<file path="src/rtl/mem_access_ctrl_if.sv">
// Load/store bundle between the MEM stage, the controller and the data cache.
// The slave modport is the controller's view; the master modport is the environment's view.
interface mem_access_ctrl_if;
  logic        req_valid;
  logic        req_write;
  logic [2:0]  req_funct3;
  logic [31:0] req_addr;
  logic [31:0] req_wdata;
  logic        flush;
  logic        stall;
  logic        dmem_read;
  logic        dmem_write;
  logic [31:0] dmem_address;
  logic [31:0] dmem_wdata;
  logic [3:0]  dmem_mbe;
  logic [31:0] dmem_rdata;
  logic        dmem_resp;
  logic        load_valid;
  logic [31:0] load_data;
  logic [3:0]  load_sel;
  logic        access_err;

  modport master (
    output req_valid, req_write, req_funct3, req_addr, req_wdata, flush,
    output dmem_rdata, dmem_resp,
    input  stall, dmem_read, dmem_write, dmem_address, dmem_wdata, dmem_mbe,
    input  load_valid, load_data, load_sel, access_err
  );

  modport slave (
    input  req_valid, req_write, req_funct3, req_addr, req_wdata, flush,
    input  dmem_rdata, dmem_resp,
    output stall, dmem_read, dmem_write, dmem_address, dmem_wdata, dmem_mbe,
    output load_valid, load_data, load_sel, access_err
  );
endinterface

</file>
<file path="src/rtl/mem_access_ctrl.sv">
// MEM-stage data-cache sequencer: one load/store per IDLE->ACCESS->DONE pass, strobes held until resp.
// Stalls the pipeline from accept through the resp cycle (minimum 2 cycles); flush releases stall and drops load_valid.
module mem_access_ctrl #(
  parameter int XLEN = 32
) (
  input logic clk,
  input logic rst,
  mem_access_ctrl_if.slave bus
);

  typedef enum logic [1:0] {IDLE, ACCESS, DONE} state_t;

  state_t            state_q;
  logic              write_q;
  logic [2:0]        f3_q;
  logic [1:0]        a_q;
  logic              flushed_q;
  logic              rd_q, wr_q;
  logic [XLEN-1:0]   addr_q, wdata_q;
  logic [3:0]        mbe_q;
  logic              lv_q;
  logic [XLEN-1:0]   ld_q;
  logic [3:0]        sel_q;

  logic [1:0]        a;
  logic              illegal, misaligned, accept;
  logic [3:0]        mbe_d;
  logic [XLEN-1:0]   shifted, ext;

  assign a = bus.req_addr[1:0];

  always_comb begin
    illegal    = 1'b0;
    misaligned = 1'b0;
    if (bus.req_write)
      illegal = !(bus.req_funct3 == 3'b000 || bus.req_funct3 == 3'b001 ||
                  bus.req_funct3 == 3'b010);
    else
      illegal = (bus.req_funct3 == 3'b011) || (bus.req_funct3[2:1] == 2'b11);
    if (bus.req_funct3[1:0] == 2'b01) misaligned = a[0];
    if (bus.req_funct3[1:0] == 2'b10) misaligned = (a != 2'b00);
  end

  assign bus.access_err = bus.req_valid & (state_q == IDLE) & (misaligned | illegal);
  assign accept         = bus.req_valid & !bus.flush & (state_q == IDLE) & !(misaligned | illegal);
  assign bus.stall      = bus.req_valid & !bus.flush & !bus.access_err & (state_q != DONE);

  always_comb begin
    mbe_d = 4'b1111;
    if (bus.req_write) begin
      case (bus.req_funct3)
        3'b000:  mbe_d = 4'b0001 << a;
        3'b001:  mbe_d = 4'b0011 << a;
        default: mbe_d = 4'b1111;
      endcase
    end
  end

  // lw is always word aligned, so the shifted word is the raw word for it.
  assign shifted = bus.dmem_rdata >> {a_q, 3'b000};

  always_comb begin
    ext = shifted;
    case (f3_q)
      3'b000:  ext = {{24{shifted[7]}},  shifted[7:0]};
      3'b001:  ext = {{16{shifted[15]}}, shifted[15:0]};
      3'b100:  ext = {24'h0, shifted[7:0]};
      3'b101:  ext = {16'h0, shifted[15:0]};
      default: ext = shifted;
    endcase
  end

  function automatic logic [3:0] sel_of(input logic [2:0] f3);
    case (f3)
      3'b000:  return 4'b0101;
      3'b001:  return 4'b0111;
      3'b010:  return 4'b0011;
      3'b100:  return 4'b0110;
      3'b101:  return 4'b1000;
      default: return 4'b0000;
    endcase
  endfunction

  always_ff @(posedge clk or negedge rst) begin
    if (!rst) begin
      state_q   <= IDLE;
      write_q   <= 1'b0;
      f3_q      <= 3'b000;
      a_q       <= 2'b00;
      flushed_q <= 1'b0;
      rd_q      <= 1'b0;
      wr_q      <= 1'b0;
      addr_q    <= '0;
      wdata_q   <= '0;
      mbe_q     <= 4'b0000;
      lv_q      <= 1'b0;
      ld_q      <= '0;
      sel_q     <= 4'b0000;
    end else begin
      lv_q <= 1'b0;
      case (state_q)
        IDLE: begin
          if (accept) begin
            state_q   <= ACCESS;
            write_q   <= bus.req_write;
            f3_q      <= bus.req_funct3;
            a_q       <= a;
            flushed_q <= 1'b0;
            rd_q      <= !bus.req_write;
            wr_q      <= bus.req_write;
            addr_q    <= {bus.req_addr[31:2], 2'b00};
            wdata_q   <= bus.req_wdata << {a, 3'b000};
            mbe_q     <= mbe_d;
          end
        end
        ACCESS: begin
          if (bus.flush) flushed_q <= 1'b1;
          if (bus.dmem_resp) begin
            state_q <= DONE;
            rd_q    <= 1'b0;
            wr_q    <= 1'b0;
            lv_q    <= !write_q & !flushed_q & !bus.flush;
            sel_q   <= write_q ? 4'b0000 : sel_of(f3_q);
            if (!write_q) ld_q <= ext;
          end
        end
        DONE:    state_q <= IDLE;
        default: state_q <= IDLE;
      endcase
    end
  end

  assign bus.dmem_read    = rd_q;
  assign bus.dmem_write   = wr_q;
  assign bus.dmem_address = addr_q;
  assign bus.dmem_wdata   = wdata_q;
  assign bus.dmem_mbe     = mbe_q;
  assign bus.load_valid   = lv_q;
  assign bus.load_data    = ld_q;
  assign bus.load_sel     = sel_q;

endmodule
</file>
<file path="src/flat_wrapper.sv">
// flat-port wrapper written by rule: the top's interface ports become plain ports
module mem_access_ctrl_flat 
#(
  parameter int XLEN = 32
)
  (clk, rst, bus_req_valid, bus_req_write, bus_req_funct3, bus_req_addr, bus_req_wdata, bus_flush, bus_dmem_rdata, bus_dmem_resp, bus_stall, bus_dmem_read, bus_dmem_write, bus_dmem_address, bus_dmem_wdata, bus_dmem_mbe, bus_load_valid, bus_load_data, bus_load_sel, bus_access_err);
  mem_access_ctrl_if bus_i ();
  input logic clk;
  input logic rst;
  input wire logic [$bits(bus_i.req_valid)-1:0] bus_req_valid;
  input wire logic [$bits(bus_i.req_write)-1:0] bus_req_write;
  input wire logic [$bits(bus_i.req_funct3)-1:0] bus_req_funct3;
  input wire logic [$bits(bus_i.req_addr)-1:0] bus_req_addr;
  input wire logic [$bits(bus_i.req_wdata)-1:0] bus_req_wdata;
  input wire logic [$bits(bus_i.flush)-1:0] bus_flush;
  input wire logic [$bits(bus_i.dmem_rdata)-1:0] bus_dmem_rdata;
  input wire logic [$bits(bus_i.dmem_resp)-1:0] bus_dmem_resp;
  output wire logic [$bits(bus_i.stall)-1:0] bus_stall;
  output wire logic [$bits(bus_i.dmem_read)-1:0] bus_dmem_read;
  output wire logic [$bits(bus_i.dmem_write)-1:0] bus_dmem_write;
  output wire logic [$bits(bus_i.dmem_address)-1:0] bus_dmem_address;
  output wire logic [$bits(bus_i.dmem_wdata)-1:0] bus_dmem_wdata;
  output wire logic [$bits(bus_i.dmem_mbe)-1:0] bus_dmem_mbe;
  output wire logic [$bits(bus_i.load_valid)-1:0] bus_load_valid;
  output wire logic [$bits(bus_i.load_data)-1:0] bus_load_data;
  output wire logic [$bits(bus_i.load_sel)-1:0] bus_load_sel;
  output wire logic [$bits(bus_i.access_err)-1:0] bus_access_err;
  assign bus_i.req_valid = bus_req_valid;
  assign bus_i.req_write = bus_req_write;
  assign bus_i.req_funct3 = bus_req_funct3;
  assign bus_i.req_addr = bus_req_addr;
  assign bus_i.req_wdata = bus_req_wdata;
  assign bus_i.flush = bus_flush;
  assign bus_i.dmem_rdata = bus_dmem_rdata;
  assign bus_i.dmem_resp = bus_dmem_resp;
  assign bus_stall = bus_i.stall;
  assign bus_dmem_read = bus_i.dmem_read;
  assign bus_dmem_write = bus_i.dmem_write;
  assign bus_dmem_address = bus_i.dmem_address;
  assign bus_dmem_wdata = bus_i.dmem_wdata;
  assign bus_dmem_mbe = bus_i.dmem_mbe;
  assign bus_load_valid = bus_i.load_valid;
  assign bus_load_data = bus_i.load_data;
  assign bus_load_sel = bus_i.load_sel;
  assign bus_access_err = bus_i.access_err;
  mem_access_ctrl #(.XLEN(XLEN)) u_core (.clk(clk), .rst(rst), .bus(bus_i));
endmodule
</file>
<file path="config.mk">
export PLATFORM = sky130hd
export DESIGN_NAME = mem_access_ctrl_flat
export DESIGN_NICKNAME = d
export VERILOG_FILES = /design/src/rtl/mem_access_ctrl_if.sv /design/src/rtl/mem_access_ctrl.sv /design/src/flat_wrapper.sv
export SDC_FILE = /design/constraint.sdc
export NUM_CORES = 1
export LEC_CHECK = 0
export CELL_PAD_IN_SITES_DETAIL_PLACEMENT = 1
export CELL_PAD_IN_SITES_GLOBAL_PLACEMENT = 2
export CORE_MARGIN = 10
export CORE_UTILIZATION = 25
export DETAILED_ROUTE_END_ITERATION = 10
export GPL_TIMING_DRIVEN = 0
export MAX_ROUTING_LAYER = met4
export PLACE_DENSITY = 0.79
export SKIP_CTS_REPAIR_TIMING = 1
export SLEW_MARGIN = 40
export SYNTH_ARGS = -nofsm -noshare
export SYNTH_HDL_FRONTEND = slang
export SYNTH_SLANG_ARGS = --single-unit
</file>
<file path="constraint.sdc">
create_clock -name clk -period 3.35 [get_ports clk]
set_input_delay 0.67 -clock clk [delete_from_list [all_inputs] [get_ports clk]]
set_output_delay 0.67 -clock clk [all_outputs]
set_load 0.01 [all_outputs]
</file>
==> out/metrics.yaml <==
run_status:
  outcome: "completed"
global_routing:
  grt_max_degree: 64
  grt_pass1_vias: 5420
  grt_first_pass_wirelength_mm: 33.5
  grt_usage_pct: 15.5
  antenna_found_initial: 2
  overflow: 0
worst_setup_path:
  worst_path_max_delay_cell: "clkdlybuf4s50_1"
  required_ns: 2.68
  max_stage_delay_ns: 0.57
  crit_chain: "clkdlybuf4s50_1, a221oi_2, nor2_1, nor2_1, o211a_1, clkdlybuf4s50_1"
  worstPathArrival_ns: 2.61
  setup.worst_path.end_class: "primary output"
  start_kind: "input pin"
  path_max_fanout: 5
  worstSetupPathType: "in2out"
synth:
  syn_inst: 493
  async_reset_ff_share_pct: 100
  synthFlopType: "dfrtp_1"
  synth_area_leaders: "dfrtp_1, mux2_4, mux2i_1"
  avgSynthCellArea_um2: 11.3
  synth.distinct_cells: 43
  ys_warn_count: 0
  netlist_area_mm2: 0.00557
  synth_top_area_cell: "dfrtp_1"
  synth_top_area_share_pct: 51.2
  ys_seq_elements: 114
  synth_edf_count: 0
  ys_seq_area_share_pct: 51.2
timing:
  clock_skew_ns: 0.00786
  slew_violations: 0
  max_freq_ghz: 0.305
  fin_crit_ns: 3.28
  tightest_slew_ns: 0.801
  rsz0062_at_grt: "no"
  hold_viol: 0
  slew_headroom_pct: 46.4
  fin_crit_sh_pct: 98.0
  setup_violations: 0
route:
  viasPerCell: 4.76
  wl_mm: 21.9
  firstDrtPassIters: 4
  wire_per_inst_um: 21.5
  drtAntennaViolNets: 0
  first_iter_violations: 194
  via_count: 4844
  drc: 0
cts:
  cts_buffers: 17
  root_buffer: "clkbuf_16"
  clk_path_buf_depth: 2
  cts_tree: "done"
  clock_latency_ns: 0.42
  clock-sinks: 114
  clk_pin_slew_ns: 0.05
  htreeDepth: 4
power_and_ir_drop:
  power.total_uw: 6280
  power.density_mw_per_mm2: 728
  p_leak_uw: 0.00376
  ir_worst_vdd_mv: 0.322
final_layout:
  drive_gt1_share_pct: 14.6
  fin_util_pct: 39.4
  multi_input_area_mm2: 0.00248
  areaGrowthSynthToFinish_pct: 54.7
  nFillCells: 2411
  layout.nets: 829
  seq_area_mm2: 0.00285
placed_design:
  dp_hpwl_mm: 17.1
  io_buffers: 210
  place_congestion: 0.870
flow_run:
  drv_cap: 0
floorplanning:
  coreArea_mm2: 0.0219
  die-area_mm2: 0.0287
  die_w_um: 169
  fp-row-count: 54
  start_util_pct: 25.5
  io_pins: 214
  die_y_um: 169
hold_path:
  hold_path_class: "in2async"
[power by group]
part | total, uW | switching [uW] | internal (uW)
registers | 2150 | 308 | 1840
logic | 2400 | 1020 | 1380
clock network | 1730 | 628 | 1100
[area by class of cell]
type / count / share of cell area [%]
antenna: 3 / 0.0871
buffer: 36 / 2.61
clock buffer: 23 / 5.78
clock inverter: 6 / 0.639
inverter: 5 / 0.218
multi-input combinational: 339 / 28.8
sequential: 114 / 33.1
tap: 280 / 4.06
timing repair buffer: 211 / 24.8
[per-layer routing]
layer	track usage, %	routed length, um	share of wire (%)	up-vias
met1	18.5	9600	44	2433
met3	5.70	1600	7.3	21
met2	24.7	10400	48	169
met4	3.45	254	1.2	0
met5	-	0	0	-
li1	-	-	-	2221
[cells by family (layout without fill, tap and decap cells)]
kind of cell | count (synthesis) | in the layout | synth area share (%)
AOI/OAI and AO/OA | 133 | 133 | 15.1
and+or+nand+nor | 120 | 120 | 10.0
DFF | 114 | 114 | 51.2
muxes | 83 | 83 | 19.1
buffers and inverters | 41 | 281 | 4.38
other | 1 | 5 | 0.0673
xor gates and xnor gates | 1 | 1 | 0.157
[per-stage QoR]
| stage | hold WS, ns | setup slack, ns | std cells | setup TNS, ns | area [um2] |
|---|---|---|---|---|---|
| floorplan | 0.374 | 1.20 | 494 | 0 | 5580 |
| global placement | 0.430 | -2.93 | 984 | -331.91 | 8030 |
| detailed placement | 0.431 | 0.0500 | 985 | 0 | 8060 |
| CTS | 0.173 | 0.0336 | 1014 | 0 | 8610 |
| global route | 0.174 | 0.00114 | 1016 | 0 | 8620 |
| finish | 0.148 | 0.0672 | 1017 | 0 | 8620 |
[cell usage after synthesis, types with 7 or more instances]
master      n
a21oi_1    49
o31ai_1     8
o21ai_0    33
clkbuf_1   12
o22a_1      8
nor2b_1    17
nor2_1     36
mux2_4     42
nand2_1    49
a22o_1      8
dfrtp_1   114
buf_2       9
buf_6       9
mux2i_1    33
mux2_2      7
a211oi_1   16
[critical path, delay by kind of cell]
kind | cells | cell delay, ns
buffers and inverters | 2 | 1.12
AOI/OAI and AO/OA | 2 | 0.60
and+or+nand+nor | 2 | 0.22
[worst paths after layout]
path,from,endpoint,slack (ns),cells past startpoint
setup / recovery,bus_req_funct3[0],bus_stall,0.07,6
hold / removal,rst,u_core.bus.load_data[13],0.15,1
setup reg to reg,u_core.f3_q[0],u_core.bus.load_data[14],1.24,5
hold reg to reg,u_core.flushed_q,u_core.bus.load_valid,0.44,1
max in group asynchronous,rst,u_core.bus.dmem_mbe[2],2.52,2
min in group clk,u_core.flushed_q,u_core.bus.load_valid,0.44,1
[cells in the final DEF, fill, tap and decap left out, types with 9 or more instances in the layout]
| master | count |
|---|---|
| dfrtp_1 | 114 |
| a21oi_1 | 49 |
| mux2i_1 | 33 |
| nand2_1 | 49 |
| nor2b_1 | 17 |
| clkbuf_16 | 17 |
| clkbuf_1 | 13 |
| clkdlybuf4s50_1 | 209 |
| o21ai_0 | 33 |
| a211oi_1 | 16 |
| buf_2 | 9 |
| nor2_1 | 36 |
| buf_6 | 9 |
| mux2_4 | 42 |
[sequential cells by signal, indices dropped and copies added (netlist names), 2 cells and up]
name	cells
u_core.f3_q	3
u_core.bus.load_sel	4
u_core.bus.load_data	32
u_core.bus.dmem_mbe	4
u_core.bus.dmem_wdata	32
u_core.state_q	2
u_core.bus.dmem_address	30
u_core.a_q	2
No activity file was read; power rests on OpenSTA's default activity.
